==> src/rtl/ram_march_driver.sv <==
// rtl/ram_march_driver.sv - four-pass RAM march sequencer with aligned expected data and failure counting
// Walks WRITE/READ/DRAIN per pass; read slots travel through valid pipelines so error pulses are only counted for real reads.
module ram_march_driver #(
  parameter int ADDR_WIDTH       = 8,
  parameter int DATA_WIDTH       = 8,
  parameter int READ_LATENCY     = 2,
  parameter int CHECK_LATENCY    = 3,
  parameter int FAIL_COUNT_WIDTH = 16
) (
  input  logic                        clk,
  input  logic                        reset_n,
  input  logic                        start,
  output logic [ADDR_WIDTH-1:0]       ram_addr,
  output logic [DATA_WIDTH-1:0]       ram_wdata,
  output logic                        ram_we,
  output logic [DATA_WIDTH-1:0]       expected,
  input  logic                        error,
  output logic                        busy,
  output logic                        done,
  output logic [1:0]                  pass,
  output logic [FAIL_COUNT_WIDTH-1:0] fail_count
);

  typedef enum logic [2:0] {S_IDLE, S_WRITE, S_READ, S_DRAIN, S_DONE} state_t;

  localparam int DRAIN_CYCLES = READ_LATENCY + CHECK_LATENCY;
  localparam int DCW          = $clog2(DRAIN_CYCLES);
  localparam logic [ADDR_WIDTH-1:0] LAST_ADDR = '1;
  localparam logic [DCW-1:0]        LAST_DRAIN = DCW'(DRAIN_CYCLES - 1);

  state_t                        state_q;
  logic [ADDR_WIDTH-1:0]         ram_addr_q;
  logic [DATA_WIDTH-1:0]         ram_wdata_q;
  logic                          ram_we_q;
  logic                          busy_q;
  logic                          done_q;
  logic [1:0]                    pass_q;
  logic [FAIL_COUNT_WIDTH-1:0]   fail_count_q;
  logic [DCW-1:0]                drain_cnt_q;
  logic [DATA_WIDTH-1:0]         rd_data_q  [READ_LATENCY];
  logic                          rd_valid_q [READ_LATENCY];
  logic                          chk_valid_q[CHECK_LATENCY];

  function automatic logic [DATA_WIDTH-1:0] pattern(input logic [1:0] p,
                                                    input logic [ADDR_WIDTH-1:0] a);
    logic [DATA_WIDTH-1:0] alt;
    logic [DATA_WIDTH-1:0] addr_ext;
    for (int i = 0; i < DATA_WIDTH; i++) alt[i] = (i % 2 == 0);
    addr_ext = DATA_WIDTH'(a);
    case (p)
      2'd0:    return alt;
      2'd1:    return ~alt;
      2'd2:    return addr_ext;
      default: return ~addr_ext;
    endcase
  endfunction

  always_ff @(posedge clk or negedge reset_n) begin
    if (!reset_n) begin
      state_q      <= S_IDLE;
      ram_addr_q   <= '0;
      ram_wdata_q  <= '0;
      ram_we_q     <= 1'b0;
      busy_q       <= 1'b0;
      done_q       <= 1'b0;
      pass_q       <= 2'd0;
      fail_count_q <= '0;
      drain_cnt_q  <= '0;
      for (int k = 0; k < READ_LATENCY; k++) begin
        rd_data_q[k]  <= '0;
        rd_valid_q[k] <= 1'b0;
      end
      for (int k = 0; k < CHECK_LATENCY; k++) chk_valid_q[k] <= 1'b0;
    end else begin
      // Read slot pipeline: the last stage is the expected value itself.
      rd_valid_q[0] <= (state_q == S_READ);
      rd_data_q[0]  <= (state_q == S_READ) ? pattern(pass_q, ram_addr_q) : '0;
      for (int k = 1; k < READ_LATENCY; k++) begin
        rd_valid_q[k] <= rd_valid_q[k-1];
        rd_data_q[k]  <= rd_data_q[k-1];
      end
      chk_valid_q[0] <= rd_valid_q[READ_LATENCY-1];
      for (int k = 1; k < CHECK_LATENCY; k++) chk_valid_q[k] <= chk_valid_q[k-1];

      if (error && chk_valid_q[CHECK_LATENCY-1] && (fail_count_q != '1))
        fail_count_q <= fail_count_q + 1'b1;

      case (state_q)
        S_IDLE, S_DONE: begin
          if (start) begin
            state_q      <= S_WRITE;
            pass_q       <= 2'd0;
            fail_count_q <= '0;
            ram_addr_q   <= '0;
            ram_we_q     <= 1'b1;
            ram_wdata_q  <= pattern(2'd0, '0);
            busy_q       <= 1'b1;
            done_q       <= 1'b0;
          end
        end
        S_WRITE: begin
          if (ram_addr_q == LAST_ADDR) begin
            state_q     <= S_READ;
            ram_addr_q  <= '0;
            ram_we_q    <= 1'b0;
            ram_wdata_q <= '0;
          end else begin
            ram_addr_q  <= ram_addr_q + 1'b1;
            ram_wdata_q <= pattern(pass_q, ram_addr_q + 1'b1);
          end
        end
        S_READ: begin
          if (ram_addr_q == LAST_ADDR) begin
            state_q     <= S_DRAIN;
            ram_addr_q  <= '0;
            drain_cnt_q <= '0;
          end else begin
            ram_addr_q <= ram_addr_q + 1'b1;
          end
        end
        S_DRAIN: begin
          if (drain_cnt_q == LAST_DRAIN) begin
            if (pass_q != 2'd3) begin
              state_q     <= S_WRITE;
              pass_q      <= pass_q + 2'd1;
              ram_addr_q  <= '0;
              ram_we_q    <= 1'b1;
              ram_wdata_q <= pattern(pass_q + 2'd1, '0);
            end else begin
              state_q <= S_DONE;
              busy_q  <= 1'b0;
              done_q  <= 1'b1;
            end
          end else begin
            drain_cnt_q <= drain_cnt_q + 1'b1;
          end
        end
        default: state_q <= S_IDLE;
      endcase
    end
  end

  assign ram_addr   = ram_addr_q;
  assign ram_wdata  = ram_wdata_q;
  assign ram_we     = ram_we_q;
  assign expected   = rd_data_q[READ_LATENCY-1];
  assign busy       = busy_q;
  assign done       = done_q;
  assign pass       = pass_q;
  assign fail_count = fail_count_q;

endmodule

==> config.mk <==
export PLATFORM = sky130hd
export DESIGN_NAME = ram_march_driver
export DESIGN_NICKNAME = d
export VERILOG_FILES = /design/src/rtl/ram_march_driver.sv
export SDC_FILE = /design/constraint.sdc
export NUM_CORES = 1
export LEC_CHECK = 0
export ABC_AREA = 0
export ABC_CLOCK_PERIOD_IN_PS = 2150
export BUFFER_PORTS_ARGS = -buffer_cell sky130_fd_sc_hd__buf_2
export CAP_MARGIN = 40
export CELL_PAD_IN_SITES_DETAIL_PLACEMENT = 0
export CELL_PAD_IN_SITES_GLOBAL_PLACEMENT = 2
export CORE_MARGIN = 2
export CORE_UTILIZATION = 36
export DETAILED_ROUTE_END_ITERATION = 10
export GPL_TIMING_DRIVEN = 0
export MAX_ROUTING_LAYER = met4
export PLACE_DENSITY = 0.82
export SLEW_MARGIN = 20
export SYNTH_ARGS = -nofsm -noshare
export SYNTH_HDL_FRONTEND = slang
export SYNTH_SLANG_ARGS = --single-unit
==> constraint.sdc <==
create_clock -name clk -period 2.15 [get_ports clk]
set_input_delay 0 -clock clk [delete_from_list [all_inputs] [get_ports clk]]
set_output_delay 0 -clock clk [all_outputs]
set_load 0.01 [all_outputs]
# Yosys cells after proc, flatten, opt, wreduce, memory -nomap -nowiden
# Index checks and enable logic that the tools add are counted.
[classes]
addsub = 4
n_mul = 0
n_div = 0
order_cmp = 0
n_eq_ne = 19
shifts = 0
mux = 42
bitwise = 2
reduce_logical = 18
[op_table]
columns = ["op", "count"]
rows = [
  ["8-bit case mux with 3 select lines", 5],
  ["8-bit two-way mux", 9],
  ["16-bit two-way mux", 3],
  ["3-bit two-way mux", 7],
  ["4-bit AND reduction", 5],
  ["16-bit by 1-bit adder with 16-bit output, second input constant", 1],
  ["16-bit inequality test, second input constant", 1],
  ["8-bit inverter", 2],
  ["2-bit inequality test, second input constant", 7],
  ["3-bit case mux with 4 select lines", 1],
  ["1-bit two-way mux", 9],
  ["8-bit by 1-bit adder with 8-bit output, second input constant", 1],
  ["8-bit equality test, second input constant", 1],
  ["3-bit by 2-bit equality test with 1-bit output, second input constant", 2],
  ["3-bit equality test, second input constant", 2],
  ["2-bit two-way mux", 3],
  ["3-bit case mux with 2 select lines", 1],
  ["3-bit nonzero test", 2],
  ["5-bit AND reduction", 1],
  ["2-bit by 1-bit equality test with 1-bit output, second input constant", 2],
  ["2-bit equality test, second input constant", 2],
  ["2-bit logical NOT", 2],
  ["1-bit case mux with 2 select lines", 2],
  ["2-bit case mux with 2 select lines", 1],
  ["10 further kinds", 13],
]
[word_totals]
ff_bits = 64
latchBits = 0
ram_bits = 0
rom_bits = 0
inputBits = 4
out_inout_bits = 45
elab_cells = 101
memories = 0

# Longest topological paths before layout
[logic_depth]
depth_word = 6
ltp_mapped = 7
mapped_depth_nobuf = 7

# Least setup slack after synthesis
# OpenSTA, ideal clock, no wires.
[synth_path]
kind = "register to register"
start = "register ram_addr_q[0] (netlist: ram_addr[0])"
end = "register ram_wdata_q[5] (netlist: ram_wdata[5])"
setup_time_ns = 0.126
arrival_ns = 1.748
required_time_ns = 2.024
setup_slack_ns = 0.276
path_stages_with_launch = 8
path_buffers = 1
period_less_slack_ns = 1.874
path_cell_list = "dfrtp_1 ha_1 nand3_2 nor3_2 or3_1 buf_2 a21oi_1 a221o_1"
[synth_via]
elab_chain_len = 5
word_cells_on_any_way = 6
cone_classes = "add/sub (1); eq/ne (1); mux (3); bitwise (1)"
[synth_rtl]
columns = ["element", "line_no", "source"]
rows = [
  ["from (decl)", "32", "logic [ADDR_WIDTH-1:0] ram_addr_q;"],
  ["from (signal assigned)", "108", "ram_addr_q <= ram_addr_q + 1'b1;"],
  ["from (signal assigned)", "118", "ram_addr_q <= ram_addr_q + 1'b1;"],
  ["8-bit by 1-bit adder with 8-bit output", "109", "ram_wdata_q <= pattern(pass_q, ram_addr_q + 1'b1);"],
  ["8-bit inverter", "54", "default: return ~addr_ext;"],
  ["8-bit case mux with 3 select lines", "50", "case (p)"],
  ["8-bit two-way mux (*)", "102", "if (ram_addr_q == LAST_ADDR) begin"],
  ["8-bit case mux with 3 select lines (*)", "88", "case (state_q)"],
  ["to (signal assigned)", "96", "ram_wdata_q <= pattern(2'd0, '0);"],
  ["to (signal assigned)", "109", ""],
  ["to (signal assigned)", "128", "ram_wdata_q <= pattern(pass_q + 2'd1, '0);"],
  ["to (decl)", "33", "logic [DATA_WIDTH-1:0] ram_wdata_q;"],
]
# Every way passes the cells marked *; elsewhere a longest branch is shown, timed or not.
# A chain may end at the register's enable or synchronous reset.

# Final worst setup path
[layout_path]
start = "register state_q[0]"
end = "register pass_q[1] (netlist: pass[1])"
[layout_via]
elab_chain_len = 4
word_cells_on_any_way = 10
cone_classes = "eq/ne (5); mux (1); reduce/logical (4)"
[layout_rtl]
columns = ["element", "line_no", "source"]
rows = [
  ["from (decl)", "31", "state_t state_q;"],
  ["from (signal assigned)", "60", "state_q <= S_IDLE;"],
  ["from (signal assigned)", "91", "state_q <= S_WRITE;"],
  ["from (signal assigned)", "103", "state_q <= S_READ;"],
  ["3-bit equality test or 3-bit logical NOT (tied branches)", "88", ""],
  ["2-bit OR reduction", "88", ""],
  ["2-bit inequality test (no line) or 2-bit nonzero test (tied branches)", "-", ""],
  ["4-bit AND reduction (no line)", "-", ""],
  ["to (signal assigned)", "125", "pass_q <= pass_q + 2'd1;"],
  ["to (decl)", "37", "logic [1:0] pass_q;"],
]
# Parallel ways exist; a longest one is shown, timed or not.

==> impl_metrics.json <==
{
  "hold_class": "input port to asynchronous set/reset pin",
  "tightest_slew_ps": 832,
  "layout_common_cells": "dfrtp_1 (62), buf_2 (51), nor2_1 (30), nand2_1 (24)",
  "grt_setup_unrepaired": "true",
  "finalCritPeriodShare_pct": 96.7,
  "synth_area_mm2": 0.00311,
  "grt_pass1_wl_um": 12000,
  "grt.total_usage_pct": 16.2,
  "reg2reg_depth": 6,
  "cts_root_buf": "clkbuf_8",
  "status": "complete, no violations",
  "crit_type": "flip-flop to flip-flop",
  "maxCapViolCount": 0,
  "crit_family": "compound AO/OA/AOI/OAI gates",
  "initial_core_util_pct": 37.5,
  "area_delta_synth_final_pct": 21.1,
  "worstPathArrival_ps": 2310,
  "met2_usage_pct": 24.3,
  "grt_antenna_before_repair": 0,
  "nNetsFinal": 376,
  "avgSynthCellArea_um2": 10.3,
  "period_minus_slack_ps": 2080,
  "fp.dieH_um": 97.0,
  "rr_endpoint": "pass[1]",
  "crit_path_max_incr_delay_ps": 610,
  "syn_nets": 313,
  "rrSetupSlack_ps": 70,
  "grt.busiest_layer": "met2",
  "yosys_most_used_dff": "dfrtp_1",
  "dp_hpwl_um": 4880,
  "yosys_warnings": 0,
  "final_area_mm2": 0.00377,
  "yosysSeqAreaShare_pct": 51.4,
  "drt_iter0_drc": 69,
  "path_cells": "buf_2, nand3b_1, o21ai_0, a221oi_4, buf_4, a32o_1",
  "setup-tns-final_ps": 0,
  "antenna_left": 0,
  "ir_drop_uv": 306,
  "grt_util_met1_pct": 21.4,
  "placed_area_mm2": 0.00351,
  "layout-drive-gt1-share_pct": 25.2,
  "die_w_um": 97.0,
  "power_density_mw_per_mm2": 695,
  "firstDrtPassIters": 4,
  "final.setup_skew_ps": 14.8,
  "met3_usage_pct": 4.62,
  "ys_types": 48,
  "clk_pin_slew_ps": 80,
  "cts.path.max_buffers": 2,
  "routed_wl_um": 7040,
  "power_leakage_nw": 1.77,
  "worstPathMaxFanout": 10,
  "place_ws_ps": -55.7,
  "finalSetupViolCount": 0,
  "r2r-start": "state_q[0]",
  "synth_top_cell_area_share_pct": 51.4,
  "clk_latency_ps": 350,
  "grt_start_max_net_pins": 48,
  "ys_ff_latch": 64,
  "core_area_mm2": 0.00830,
  "worst_slack_ps": 71.2,
  "htreeDepth": 3,
  "routed-via-count": 2430,
  "critPathSlowestCell": "o21ai_0",
  "cts_buffers": 9,
  "cp.required_ps": 2380,
  "end_kind": "flip-flop",
  "grt_pass1_vias": 2404,
  "io_pins": 49,
  "ys_async_sr_fraction_pct": 100,
  "drc": 0,
  "rows": 33,
  "synth_edf_count": 0,
  "port_buffers": 48,
  "synth_area_leaders": "dfrtp_1 (51%), xor2_1 (3.9%), nor2_1 (3.6%)",
  "overflow": 0,
  "viasPerCell": 5.13,
  "yosys.area.top_type": "dfrtp_1",
  "path_buf_inv": 2,
  "dieArea_mm2": 0.00941,
  "cts_num_sinks": 64,
  "layout.cells.most_common": "dfrtp_1",
  "max_freq_ghz": 0.481,
  "gp_congestion": 0.814,
  "final_max_slew_viol_count": 0,
  "maxSlewHeadroom_pct": 44.0,
  "cts_tree": "done",
  "synth_cells": 301,
  "cp-start-kind": "flip-flop",
  "routedWlPerCell_um": 14.9,
  "n_antenna_cell": 0,
  "hold_viol_final": 0
}
==> synthesized netlist by cell type (all sizes together) (6+ instances only) <==
cell type,count
nor3,8
dfrtp,64
nand2,24
nand4,6
ha,8
clkbuf,9
buf,12
inv,8
a21oi,6
nand3,10
nor2,30
xor2,14
nand2b,7
xnor2,6
o21ai,15
a221oi,12
a211oi,8
==> flip-flops by register name, summed over array words and instances (netlist names) <==
| name | count |
|---|---|
| drain_cnt_q | 3 |
| ram_addr | 8 |
| rd_data_q | 8 |
| busy | 1 |
| rd_valid_q | 2 |
| chk_valid_q | 3 |
| ram_we | 1 |
| pass | 2 |
| expected | 8 |
| done | 1 |
| fail_count | 16 |
| ram_wdata | 8 |
| state_q | 3 |
==> metal layers <==
metal / share of wire (%) / vias to the layer above
met1: 47 / 1154
met5: 0 / -
met3: 4.6 / 9
met2: 47 / 57
met4: 1.1 / 0
li1: - / 1210
==> stage by stage <==
stage / instances / utilization [%] / power [mW] / hold WS, ps
CTS: 472 / 45.0 / 2.67 / 71.2
global placement: 454 / 42.0 / 1.60 / 333
global route: 474 / 45.4 / 2.78 / 88.2
floorplan: 301 / - / 1.49 / -296
detailed placement: 455 / 42.3 / 1.62 / -105
finish: 474 / 45.4 / 2.62 / 80.1
==> layout make-up <==
type | instances | area, µm²
Clock buffer | 9 | 124
Timing Repair Buffer | 52 | 295
Multi-Input combinational cell | 208 | 1400
Sequential cell | 64 | 1600
Tap cell | 105 | 131
Buffer | 21 | 116
Inverter | 8 | 30.0
Fill cell | 839 | 4530
Clock inverter | 7 | 71.3
==> power breakdown <==
group          internal, mW  total [mW]  leakage [nW]  switching (mW)
clock                 0.535        1.04        0.0916           0.506
combinational         0.118       0.257         0.896           0.140
sequential             1.26        1.33         0.786          0.0674
total                  1.91        2.62          1.77           0.713
==> repair_timing <==
action,4_1_cts,5_1_grt
hold buffers,1,0
endpoints found under the hold margin,64,0
resized for setup,2,9
setup endpoints to repair,4,22
gates cloned,0,0
buffers inserted,0,2
pin swaps,0,1
==> cell families (layout without fill, tap and decap cells) <==
group / count (synthesis) / count (layout) / synth area share [%]
simple gates: 109 / 109 / 17.7
compound gates: 70 / 70 / 17.1
flops: 64 / 64 / 51.4
buf+inv: 29 / 97 / 4.62
xor+xnor: 20 / 20 / 5.63
fa+ha+maj: 8 / 8 / 3.22
mux: 1 / 1 / 0.322
==> worst max path at each step <==
stage                startpoint      endpoint  slack (ps)  depth (start not counted)
floorplan           ram_addr[0]  ram_wdata[5]         280                          7
global placement        pass[0]       pass[1]         -80                          6
detailed placement      pass[0]       pass[1]         -60                          6
CTS                 ram_addr[1]  ram_wdata[5]          20                          7
global route            pass[0]          done         -40                          6
finish               state_q[0]       pass[1]          70                          6
Note: power is estimated with default switching activity, not from simulation.
